[config.mk]
export PLATFORM = sky130hd
export DESIGN_NAME = pulse_gen
export DESIGN_NICKNAME = d
export VERILOG_FILES = /design/src/rtl/pulse_gen_pkg.sv /design/src/rtl/pulse_gen_timer32.sv /design/src/rtl/pulse_gen.sv
export SDC_FILE = /design/constraint.sdc
export NUM_CORES = 1
export LEC_CHECK = 0
export CORE_ASPECT_RATIO = 0.75
export CORE_MARGIN = 2
export CORE_UTILIZATION = 25
export DETAILED_ROUTE_END_ITERATION = 6
export GPL_TIMING_DRIVEN = 0
export SKIP_CTS_REPAIR_TIMING = 1
export SLEW_MARGIN = 5
export SYNTH_ARGS = -nofsm -noshare
export SYNTH_HDL_FRONTEND = slang
export SYNTH_HIERARCHICAL = 1
export SYNTH_SLANG_ARGS = --single-unit
[constraint.sdc]
create_clock -name clk_in -period 4.3 [get_ports clk_in]
set_input_delay 0.43 -clock clk_in [delete_from_list [all_inputs] [get_ports clk_in]]
set_output_delay 0.43 -clock clk_in [all_outputs]
set_load 0.03 [all_outputs]
[src/rtl/pulse_gen_pkg.sv]
// Shared constants for the trigger/test pulse generator: clock rate,
// default timing parameters and the phase counter width.
package pulse_gen_pkg;

  localparam int unsigned CLK_HZ         = 111_111_111;
  localparam int unsigned CNT_W          = 32;

  localparam int unsigned DEF_PERIOD_CYC = 111_111;
  localparam int unsigned DEF_TR_WIDTH   = 111;
  localparam int unsigned DEF_TP_DELAY   = 222;
  localparam int unsigned DEF_TP_WIDTH   = 56;

endpackage : pulse_gen_pkg

[src/rtl/pulse_gen_timer32.sv]
// Free-running 32-bit phase counter with synchronous clear, run enable
// and a terminal-count strobe; wraps from PERIOD_CYC-1 straight to 0.
module timer32
  import pulse_gen_pkg::*;
#(
  parameter int unsigned PERIOD_CYC = DEF_PERIOD_CYC
) (
  input  logic             clk,
  input  logic             rst,    // asynchronous, active-low
  input  logic             clr,
  input  logic             ena,
  output logic [CNT_W-1:0] cnt,
  output logic             tc_c
);

  localparam logic [CNT_W-1:0] LAST = CNT_W'(PERIOD_CYC - 1);

  logic [CNT_W-1:0] cnt_q;
  logic [CNT_W-1:0] cnt_d;

  assign tc_c = ena && (cnt_q == LAST);
  assign cnt  = cnt_q;

  // clr wins over ena; a terminal count reloads 0 with no dead cycle
  always_comb begin
    cnt_d = cnt_q;
    if (clr) begin
      cnt_d = '0;
    end else if (tc_c) begin
      cnt_d = '0;
    end else if (ena) begin
      cnt_d = cnt_q + CNT_W'(1);
    end
  end

  always_ff @(posedge clk or negedge rst) begin
    if (!rst) begin
      cnt_q <= '0;
    end else begin
      cnt_q <= cnt_d;
    end
  end

endmodule : timer32

[src/rtl/pulse_gen.sv]
// Periodic trigger (pulse0) and delayed test pulse (pulse1) generator:
// two window comparators on the shared phase counter, registered outputs.
module pulse_gen
  import pulse_gen_pkg::*;
#(
  parameter int unsigned PERIOD_CYC = DEF_PERIOD_CYC,
  parameter int unsigned TR_WIDTH   = DEF_TR_WIDTH,
  parameter int unsigned TP_DELAY   = DEF_TP_DELAY,
  parameter int unsigned TP_WIDTH   = DEF_TP_WIDTH
) (
  input  logic clk_in,
  input  logic rst_board,
  input  logic clr,
  input  logic ena,
  output logic pulse0,
  output logic pulse1
);

  localparam int unsigned CNT_W1 = CNT_W + 1;

  localparam logic [CNT_W-1:0] TR_LIM = CNT_W'(TR_WIDTH);
  localparam logic [CNT_W-1:0] TP_LO  = CNT_W'(TP_DELAY);
  // window end kept one bit wider so DELAY+WIDTH can never wrap
  localparam logic [CNT_W:0]   TP_HI  = CNT_W1'(TP_DELAY) + CNT_W1'(TP_WIDTH);

  if ((PERIOD_CYC < 2) || (TR_WIDTH == 0) || (TR_WIDTH > PERIOD_CYC) ||
      (TP_WIDTH == 0) ||
      ((CNT_W1'(TP_DELAY) + CNT_W1'(TP_WIDTH)) > CNT_W1'(PERIOD_CYC))) begin : g_bad_params
    $error("pulse_gen: illegal PERIOD_CYC/TR_WIDTH/TP_DELAY/TP_WIDTH combination");
  end

  logic [CNT_W-1:0] cnt;
  logic             tc_c;
  logic             pulse0_q;
  logic             pulse0_d;
  logic             pulse1_q;
  logic             pulse1_d;

  timer32 #(
    .PERIOD_CYC (PERIOD_CYC)
  ) u_timer (
    .clk  (clk_in),
    .rst  (rst_board),
    .clr  (clr),
    .ena  (ena),
    .cnt  (cnt),
    .tc_c (tc_c)
  );

  // outputs follow the pre-increment phase; idle or cleared forces both low
  always_comb begin
    pulse0_d = 1'b0;
    pulse1_d = 1'b0;
    if (!clr && ena) begin
      pulse0_d = (cnt < TR_LIM);
      pulse1_d = (cnt >= TP_LO) && ({1'b0, cnt} < TP_HI);
    end
  end

  always_ff @(posedge clk_in or negedge rst_board) begin
    if (!rst_board) begin
      pulse0_q <= 1'b0;
      pulse1_q <= 1'b0;
    end else begin
      pulse0_q <= pulse0_d;
      pulse1_q <= pulse1_d;
    end
  end

  assign pulse0 = pulse0_q;
  assign pulse1 = pulse1_q;

  a_wrap_to_zero : assert property (@(posedge clk_in) disable iff (!rst_board)
                                    tc_c |=> (cnt == '0));

endmodule : pulse_gen

==> impl_metrics.csv <==
group,metric,value,unit
setup_path,cp.arrival,2.42,ns
floorplan,start_util,26.1,%
place,io_buffer_count,5,
grt,met1_usage,19.1,%
grt,grt_max_degree,35,
sta,post-route-min-period,2.27,ns
floorplan,die_w,114,µm
floorplan,io_pins,6,
setup_path,r2r_slack,2.03,ns
cts,cts_sinks,34,
cts,h-tree-depth,2,
place,hpwlAfterDp,4250,µm
place,post-place-ws,1.84,ns
pwr,peakVddDrop,142,µV
grt,busiest_layer,"met1",
finish,regArea,851,µm²
floorplan,core_area,8600,µm²
finish,antenna_cells,0,
yosys,synth.avg_cell_area,9.03,µm²
detailed_routing,vias,2000,
detailed_routing,firstDrtPassIters,4,
floorplan,fp.dieH,86.1,µm
cts,cts_root_buf,"clkbuf_16",
run,timing.max_cap.violations,0,
pwr,fin_total_pwr,694,µW
grt,grt_pass1_vias,1875,
outcome,status,"finished, final reports clean",
sta,tightestPinTransition,0.784,ns
floorplan,row_count,29,
grt,grt_use_met3,4.38,%
sta,timing.final.crit_share,52.8,%
setup_path,critPathKind,"reg -> reg",
finish,drive_gt1_share,11.5,%
grt,grt_usage,12.8,%
sta,finalSetupViolations,0,
setup_path,start_kind,"flop",
finish,nFillCells,884,
place,routabilityCongestion,0.886,
yosys,syn_inst,249,
sta,drv_slew,0,
floorplan,dieArea,9780,µm²
grt,overflow,0,
setup_path,cp.required,4.45,ns
grt,grtUsageMet2,17.5,%
pwr,power_leakage,0.000989,µW
grt,grt_first_pass_wirelength,9810,µm
setup_path,cp-end-kind,"flop",
sta,clock_skew,0.00318,ns
detailed_routing,wl,5940,µm
sta,rsz0062_at_grt,"false",
sta,hold_violations,0,
finish,final_nets,267,
setup_path,reg2reg_to,"u_timer/cnt[31]",
cts,clkLatencyLatePin,0.27,ns
cts,cts.clk_slew.worst_paths,0.05,ns
detailed_routing,drt_iter0_drc,120,
detailed_routing,antenna_left,0,
finish,layout.cells.non_filler,369,
detailed_routing,vias_per_cell,5.42,
sta,slew_headroom,47.7,%
cts,cts_buffers,5,
setup_path,reg2regPathDepth,6,
yosys,synth_area,2250,µm²
sta,fmax,0.441,GHz
sta,setup_ws,2.03,ns
finish,multiInputGateArea,1290,µm²
yosys,yosys_warnings,6,
yosys,synth_fp_nets,255,
detailed_routing,wl_per_cell,16.1,µm
grt,antenna_found_initial,0,
place,dpl.cell_count,362,
sta,fin_setup_tns,0,ns
finish,syn_to_final_growth,13.9,%
setup_path,reg2reg_from,"u_timer/cnt[1]",
cts,clock_path_buffers,2,
sta,finalHoldWorstSlack,0.238,ns
pwr,powerDensity,271,nW/µm²
setup_path,path_max_fanout,10,
detailed_routing,drc_errors,0,
min_path,min_path_type,"in -> async",
setup_path,critPathLaunch,"u_timer/cnt[1]",
cts,tritoncts,"done",
==> per-stage QoR <==
step / util, % / cell area, µm²
after global routing: 29.8 / 2560
final: 29.8 / 2560
after floorplan: - / 2250
after detailed placement: 28.2 / 2430
after CTS: 29.8 / 2560
after global placement: 28.3 / 2430
==> area by class of cell <==
type	instances	share of cell area (%)
multi-input combinational	192	50.5
tap	108	5.28
buffer	14	2.74
inverter	9	1.32
clock buffer	7	5.18
sequential	34	33.2
timing repair buffer	5	1.76
==> routing by layer <==
layer  up-vias  share of wire, %
li1        949                 -
met1       994                51
met2        53                42
met3         4               6.5
met4         0              0.57
met5         -                 0
==> registers in the layout (all words and copies together) (netlist names) <==
name / cells
pulse1: 1
pulse0: 1
u_timer/cnt: 32
==> power by group <==
group          switching [µW]  leakage (µW)  internal, µW
combinational            23.8      0.000452          9.01
sequential               4.26      0.000473           322
clock                     123     0.0000640           212
total                     151      0.000989           543
==> worst max-delay path by stage <==
stage                            endpoint  slack, ns  cells after the start
final                     u_timer/cnt[31]       2.03                      6
after global routing      u_timer/cnt[31]       1.92                      6
after CTS                 u_timer/cnt[31]       2.07                      6
after detailed placement  u_timer/cnt[20]       1.84                      7
after global placement    u_timer/cnt[20]       1.78                      7
after floorplan            u_timer/cnt[1]       2.62                      7
==> cells in the final DEF (no fill, tap or decap), types with 9 or more instances in the layout <==
cell type  instances
nor2_1            36
dfrtp_1           34
nand4_1           18
nand2_1           16
nand3_1           15
xnor2_1           13
nor3_1            11
xor2_1            10
inv_1              9
nor4_1             9
==> critical path, cell delays in order (launching register included) <==
cell and delay, ns:
dfrtp_1 0.57, ha_1 0.24, nor4b_1 0.33, nand4_1 0.20, o21ai_2 0.39, buf_2 0.33, nor2_1 0.09
Note: power is estimated with default switching activity, not from simulation.
